===== src/rtl/fp_align_pkg.sv =====
// rtl/fp_align_pkg.sv - shared widths and stage bundles for the exponent-align pipeline
package fp_align_pkg;

  localparam int EXP_W   = 8;
  localparam int MAN_W   = 23;
  localparam int ALIGN_W = MAN_W + 3;

  typedef struct packed {
    logic [EXP_W-1:0] exp_g;
    logic [EXP_W-1:0] diff;
    logic             sig;
    logic [MAN_W:0]   man_g;
    logic [MAN_W:0]   man_l;
  } s1_t;

  typedef struct packed {
    logic [EXP_W-1:0]   exp_g;
    logic [EXP_W-1:0]   diff;
    logic               sig;
    logic [MAN_W:0]     man_g;
    logic [ALIGN_W-1:0] man_aligned;
    logic               sticky;
    logic               shift_sat;
  } s2_t;

  function automatic logic hidden_bit(input logic [EXP_W-1:0] e);
    return |e;
  endfunction

endpackage


===== src/rtl/exp_align_shifter.sv =====
// rtl/exp_align_shifter.sv - barrel right shift of {hidden,man,G,R} with sticky and saturation
module exp_align_shifter
  import fp_align_pkg::*;
#(
  parameter int SH_EXP_W = EXP_W,
  parameter int SH_MAN_W = MAN_W
) (
  input  logic [SH_MAN_W:0]   man,
  input  logic [SH_EXP_W-1:0] diff,
  output logic [SH_MAN_W+2:0] aligned,
  output logic                sticky,
  output logic                sat
);

  localparam int VW   = SH_MAN_W + 3;
  localparam int SH_W = $clog2(VW);

  logic [VW-1:0]   vec;
  logic [VW-1:0]   mask;
  logic [SH_W-1:0] shamt;

  assign vec   = {man, 2'b00};
  assign sat   = (32'(diff) >= 32'(VW));
  // shamt is only meaningful when not saturated, so truncation is safe there
  assign shamt = SH_W'(diff);
  assign mask  = ~({VW{1'b1}} << shamt);

  always_comb begin
    aligned = '0;
    sticky  = 1'b0;
    if (sat) begin
      aligned = '0;
      sticky  = |vec;
    end else begin
      aligned = vec >> shamt;
      sticky  = |(vec & mask);
    end
  end

endmodule


===== src/rtl/exp_align_pipe.sv =====
// rtl/exp_align_pipe.sv - two-stage exponent compare/swap and mantissa align with valid/ready
// Optional: EXP_ALIGN_SUBNORM_EN treats a zero exponent field as effective exponent 1.
module exp_align_pipe
  import fp_align_pkg::*;
#(
  parameter int SIZE_EXP = EXP_W,
  parameter int SIZE_MAN = MAN_W
) (
  input  logic                i_clk,
  input  logic                i_rst_n,
  input  logic                i_valid,
  output logic                o_ready,
  input  logic [SIZE_EXP-1:0] i_exp_a,
  input  logic [SIZE_EXP-1:0] i_exp_b,
  input  logic [SIZE_MAN-1:0] i_man_a,
  input  logic [SIZE_MAN-1:0] i_man_b,
  output logic                o_valid,
  input  logic                i_ready,
  output logic [SIZE_EXP-1:0] o_exp_greater,
  output logic [SIZE_EXP-1:0] o_diff_value,
  output logic                o_diff_signal,
  output logic [SIZE_MAN:0]   o_man_greater,
  output logic [SIZE_MAN+2:0] o_man_aligned,
  output logic                o_sticky,
  output logic                o_shift_sat
);

  s1_t s1_q, s1_next;
  s2_t s2_q, s2_next;
  logic s1_v, s2_v;
  logic s1_ready, s2_ready;

  logic [SIZE_EXP-1:0] exp_a_eff, exp_b_eff;
  logic                hid_a, hid_b;

  assign hid_a = hidden_bit(i_exp_a);
  assign hid_b = hidden_bit(i_exp_b);

`ifdef EXP_ALIGN_SUBNORM_EN
  // Subnormals share the scale of exponent 1; the hidden bit still follows the raw field.
  assign exp_a_eff = (i_exp_a == '0) ? SIZE_EXP'(1) : i_exp_a;
  assign exp_b_eff = (i_exp_b == '0) ? SIZE_EXP'(1) : i_exp_b;
`else
  assign exp_a_eff = i_exp_a;
  assign exp_b_eff = i_exp_b;
`endif

  always_comb begin
    s1_next     = '0;
    s1_next.sig = (exp_a_eff < exp_b_eff);
    if (s1_next.sig) begin
      s1_next.exp_g = exp_b_eff;
      s1_next.diff  = exp_b_eff - exp_a_eff;
      s1_next.man_g = {hid_b, i_man_b};
      s1_next.man_l = {hid_a, i_man_a};
    end else begin
      s1_next.exp_g = exp_a_eff;
      s1_next.diff  = exp_a_eff - exp_b_eff;
      s1_next.man_g = {hid_a, i_man_a};
      s1_next.man_l = {hid_b, i_man_b};
    end
  end

  logic [SIZE_MAN+2:0] sh_aligned;
  logic                sh_sticky;
  logic                sh_sat;

  exp_align_shifter #(
    .SH_EXP_W (SIZE_EXP),
    .SH_MAN_W (SIZE_MAN)
  ) u_shifter (
    .man     (s1_q.man_l),
    .diff    (s1_q.diff),
    .aligned (sh_aligned),
    .sticky  (sh_sticky),
    .sat     (sh_sat)
  );

  always_comb begin
    s2_next             = '0;
    s2_next.exp_g       = s1_q.exp_g;
    s2_next.diff        = s1_q.diff;
    s2_next.sig         = s1_q.sig;
    s2_next.man_g       = s1_q.man_g;
    s2_next.man_aligned = sh_aligned;
    s2_next.sticky      = sh_sticky;
    s2_next.shift_sat   = sh_sat;
  end

  // Each stage refills in the same cycle its contents leave, so full rate holds.
  assign s2_ready = !s2_v || i_ready;
  assign s1_ready = !s1_v || s2_ready;
  assign o_ready  = s1_ready;

  always_ff @(posedge i_clk) begin
    if (!i_rst_n) begin
      s1_v <= 1'b0;
      s1_q <= '0;
      s2_v <= 1'b0;
      s2_q <= '0;
    end else begin
      if (s1_ready) begin
        s1_v <= i_valid;
        if (i_valid) s1_q <= s1_next;
      end
      if (s2_ready) begin
        s2_v <= s1_v;
        if (s1_v) s2_q <= s2_next;
      end
    end
  end

  assign o_valid       = s2_v;
  assign o_exp_greater = s2_q.exp_g;
  assign o_diff_value  = s2_q.diff;
  assign o_diff_signal = s2_q.sig;
  assign o_man_greater = s2_q.man_g;
  assign o_man_aligned = s2_q.man_aligned;
  assign o_sticky      = s2_q.sticky;
  assign o_shift_sat   = s2_q.shift_sat;

endmodule


===== config.mk =====
export PLATFORM = sky130hd
export DESIGN_NAME = exp_align_pipe
export DESIGN_NICKNAME = d
export VERILOG_FILES = /design/src/rtl/fp_align_pkg.sv /design/src/rtl/exp_align_shifter.sv /design/src/rtl/exp_align_pipe.sv
export SDC_FILE = /design/constraint.sdc
export NUM_CORES = 1
export LEC_CHECK = 0
export CAP_MARGIN = 20
export CORE_MARGIN = 2
export CORE_UTILIZATION = 55
export DETAILED_ROUTE_END_ITERATION = 12
export DONT_BUFFER_PORTS = 1
export PLACE_DENSITY = 0.72
export SETUP_SLACK_MARGIN = 0.4
export SYNTH_ARGS = -nofsm -noshare
export SYNTH_HDL_FRONTEND = slang
export SYNTH_SLANG_ARGS = --single-unit
export TNS_END_PERCENT = 1

===== constraint.sdc =====
create_clock -name i_clk -period 2.9 [get_ports i_clk]
set_clock_uncertainty 0.15 [all_clocks]
set_input_delay 0.58 -clock i_clk [delete_from_list [all_inputs] [get_ports i_clk]]
set_output_delay 0.58 -clock i_clk [all_outputs]
set_load 0.03 [all_outputs]

==> out/metrics.yaml <==
outcome:
  outcome: "completed"
floorplanning:
  rows: 42
  ioPinCount: 137
  die-area_sq_mm: 0.01470
  core-area_sq_mm: 0.01335
  dieHeight_um: 121.2
  start_util_pct: 56.64
  die_w_um: 121.2
route:
  route.met2.wl_um: 9055
  via_per_inst: 6.365
  firstDrtPassIters: 5
  drtAntennaViolNets: 0
  wirelength_um: 20390
  drt_iter0_drc: 769
  wl_met3_um: 1897
  drc: 0
  vias: 6658
  m1WireLength_um: 9092
  highest_layer: "met4"
  wl_per_cell_um: 19.49
placed_design:
  dp_cells: 1013
  port-buffer-count: 0
  hpwl_um: 14130
  gp_congestion: 0.9233
  pre_cts_ws_ns: 0.1191
timing:
  tns_ns: 0
  min_period_ns: 2.422
  slew_violations: 0
  max_freq_mhz: 412.8
  slew_headroom_pct: 48.39
  holdWs_ns: 0.1243
  period_share_pct: 83.53
  tightest_slew_ns: 0.7741
  setup_ws_ns: 0.4777
  rsz0062_at_grt: "true"
  setup_viol: 0
  hold_viol: 0
synth:
  yosysWarnings: 0
  syn_inst: 890
  ys_seq_elements: 136
  ys.flop_type: "dfxtp_1"
  synth_nets: 973
  synth_cell_types: 66
  async_flop_share_pct: 0
  netlist_area_sq_mm: 0.007560
  ys_seq_area_share_pct: 36.01
  syn_avg_cell_area_sq_um: 8.494
  synth_edf_count: 0
grt:
  grt_overflow: 0
  grt_pass1_wl_um: 32730
  first_global_vias: 6223
  track_usage_pct: 28.09
  antenna_found_initial: 0
  grt_max_degree: 74
cells_and_area:
  synthToLayoutAreaGrowth_pct: 9.086
  regArea_sq_mm: 0.002726
  finish.utilization_pct: 61.78
  finalNetCount: 940
  fillers: 1156
  drive_above_1_share_pct: 9.195
  antenna_cells: 0
  multiInputGateArea_sq_mm: 0.004325
  finalNonFillerCells: 1046
cts:
  clock_path_buffers: 2
  cts_hold_buf: 0
  cts-buffers-inserted: 17
  clk_latency_ns: 0.43
  clk_pin_slew_ns: 0.06
  clock_sinks: 136
  htree_levels: 4
  cts_tree: "done"
  clockRootBuffer: "clkbuf_16"
hold_path:
  worstHoldPathType: "in -> reg"
worst_setup_path:
  rrSetupSlack_ns: 0.48
  slowest_delay_ns: 0.65
  cpMaxStageDelayCell: "mux4_1"
  worstPathArrival_ns: 2.60
  critPathLaunchType: "flip-flop"
  cp-end-kind: "flip-flop"
  crit_family: "multiplexers"
  crit_chain: "mux4_1 -> mux2i_1 -> nor2_1 -> a31oi_1 -> a2111oi_0 -> a31o_2"
  critical_path_class: "reg -> reg"
  critPathMaxFanout: 15
  critPathBufInv: 0
  cp.required_ns: 3.07
pwr:
  pwr_density_cell_mw_per_mm2: 670.9
  ir_worst_vdd_uv: 397.4
  leakage_nw: 3.248
job:
  drv_cap: 0
## cell type report
type | count | share of cell area, %
inverters | 24 | 1.123
clock buffers | 19 | 5.250
flip-flops and latches | 136 | 33.06
well taps | 176 | 2.670
multi-input cells | 651 | 52.45
repair buffers | 27 | 3.110
clock inverters | 13 | 2.337
## where the power goes
group          switching [mW]  internal [mW]  leakage (nW)
clock network           0.865           1.45         0.299
registers               0.198           1.99          1.12
logic                   0.594          0.436          1.83
total                    1.66           3.88          3.25
## path summary, 6_finish.rpt
kind | start | end | depth (start not counted)
worst max-delay path | s1_q[49] | o_man_aligned[0] | 6
worst max register to register | s1_q[49] | o_man_aligned[0] | 6
worst min-delay path | i_valid | s1_v | 2
worst min register to register | s1_q[58] | o_exp_greater[1] | 2
## metal layers
metal	up-vias	global-route usage [%]
met3	30	6.485
met4	0	9.770
met5	-	0
met1	3146	39.92
met2	320	41.89
li1	3162	-
## per-stage QoR
step | power, mW | area [sq um]
after detailed placement | 3.230 | 7606
after global routing | 5.758 | 8247
after floorplan | 3.003 | 7565
after CTS | 5.543 | 8234
after global placement | 3.203 | 7606
final | 5.533 | 8247
## cells in the mapped netlist, types with 3 or more instances
cell type / count / area [sq um]
o311ai_0: 3 / 26.28
nand3_1: 13 / 65.06
nand3b_1: 4 / 30.03
o211ai_1: 7 / 52.55
ha_1: 15 / 187.7
nand2_1: 132 / 495.5
dfxtp_1: 136 / 2723
mux4_1: 12 / 315.3
a221oi_1: 3 / 26.28
a32oi_1: 3 / 26.28
buf_1: 6 / 22.52
buf_2: 13 / 65.06
mux4_2: 7 / 157.7
and3_1: 3 / 18.77
o21a_1: 4 / 30.03
clkbuf_1: 39 / 146.4
and2_1: 5 / 31.28
inv_1: 22 / 82.58
buf_6: 4 / 45.04
buf_4: 11 / 82.58
o21ai_0: 38 / 190.2
a21oi_1: 79 / 395.4
or4_1: 4 / 30.03
nor2_1: 107 / 401.6
nor4_1: 6 / 37.54
nor3_1: 6 / 30.03
mux2i_1: 70 / 700.7
clkbuf_8: 3 / 41.29
a22oi_1: 9 / 67.56
nand2b_1: 3 / 18.77
a311oi_1: 9 / 78.83
mux2_2: 7 / 78.83
a2bb2oi_1: 6 / 52.55
nand4_1: 3 / 18.77
o22ai_1: 3 / 18.77
or3_1: 3 / 18.77
a211oi_1: 51 / 382.9
## registers in the layout, summed over array words and instances (netlist names)
signal         count
o_diff_signal      1
o_diff_value       8
o_exp_greater      8
o_man_aligned     26
o_man_greater     24
o_shift_sat        1
o_sticky           1
o_valid            1
s1_q              65
s1_v               1
## timing repair
item / in CTS / in global routing
gates resized for setup: 1 / 1
buffers inserted: 0 / 1
setup endpoints to repair: 3 / 3
cloned: 0 / 0
## placed cells by master (no fill, tap or decap), types with 9 or more instances in the layout
master,netlist,final
dfxtp_1,136,135
nand2_1,132,131
nor2_1,107,107
a21oi_1,79,78
mux2i_1,70,70
a211oi_1,51,51
o21ai_0,38,37
buf_4,11,22
inv_1,22,21
clkbuf_16,0,17
ha_1,15,15
nand3_1,13,13
mux4_1,12,12
a22oi_1,9,9
a311oi_1,9,9
## cell families (layout without fill, tap and decap cells)
| logic type | Yosys count | after routing | synth area share, % |
|---|---|---|---|
| simple gates | 292 | 292 | 16.09 |
| compound gates | 242 | 242 | 20.85 |
| flops | 136 | 136 | 36.01 |
| buf+inv | 103 | 83 | 6.984 |
| mux | 96 | 96 | 16.57 |
| fa+ha+maj | 18 | 18 | 3.145 |
| xor+xnor | 3 | 3 | 0.3476 |
(Power assumes the default switching activity.)
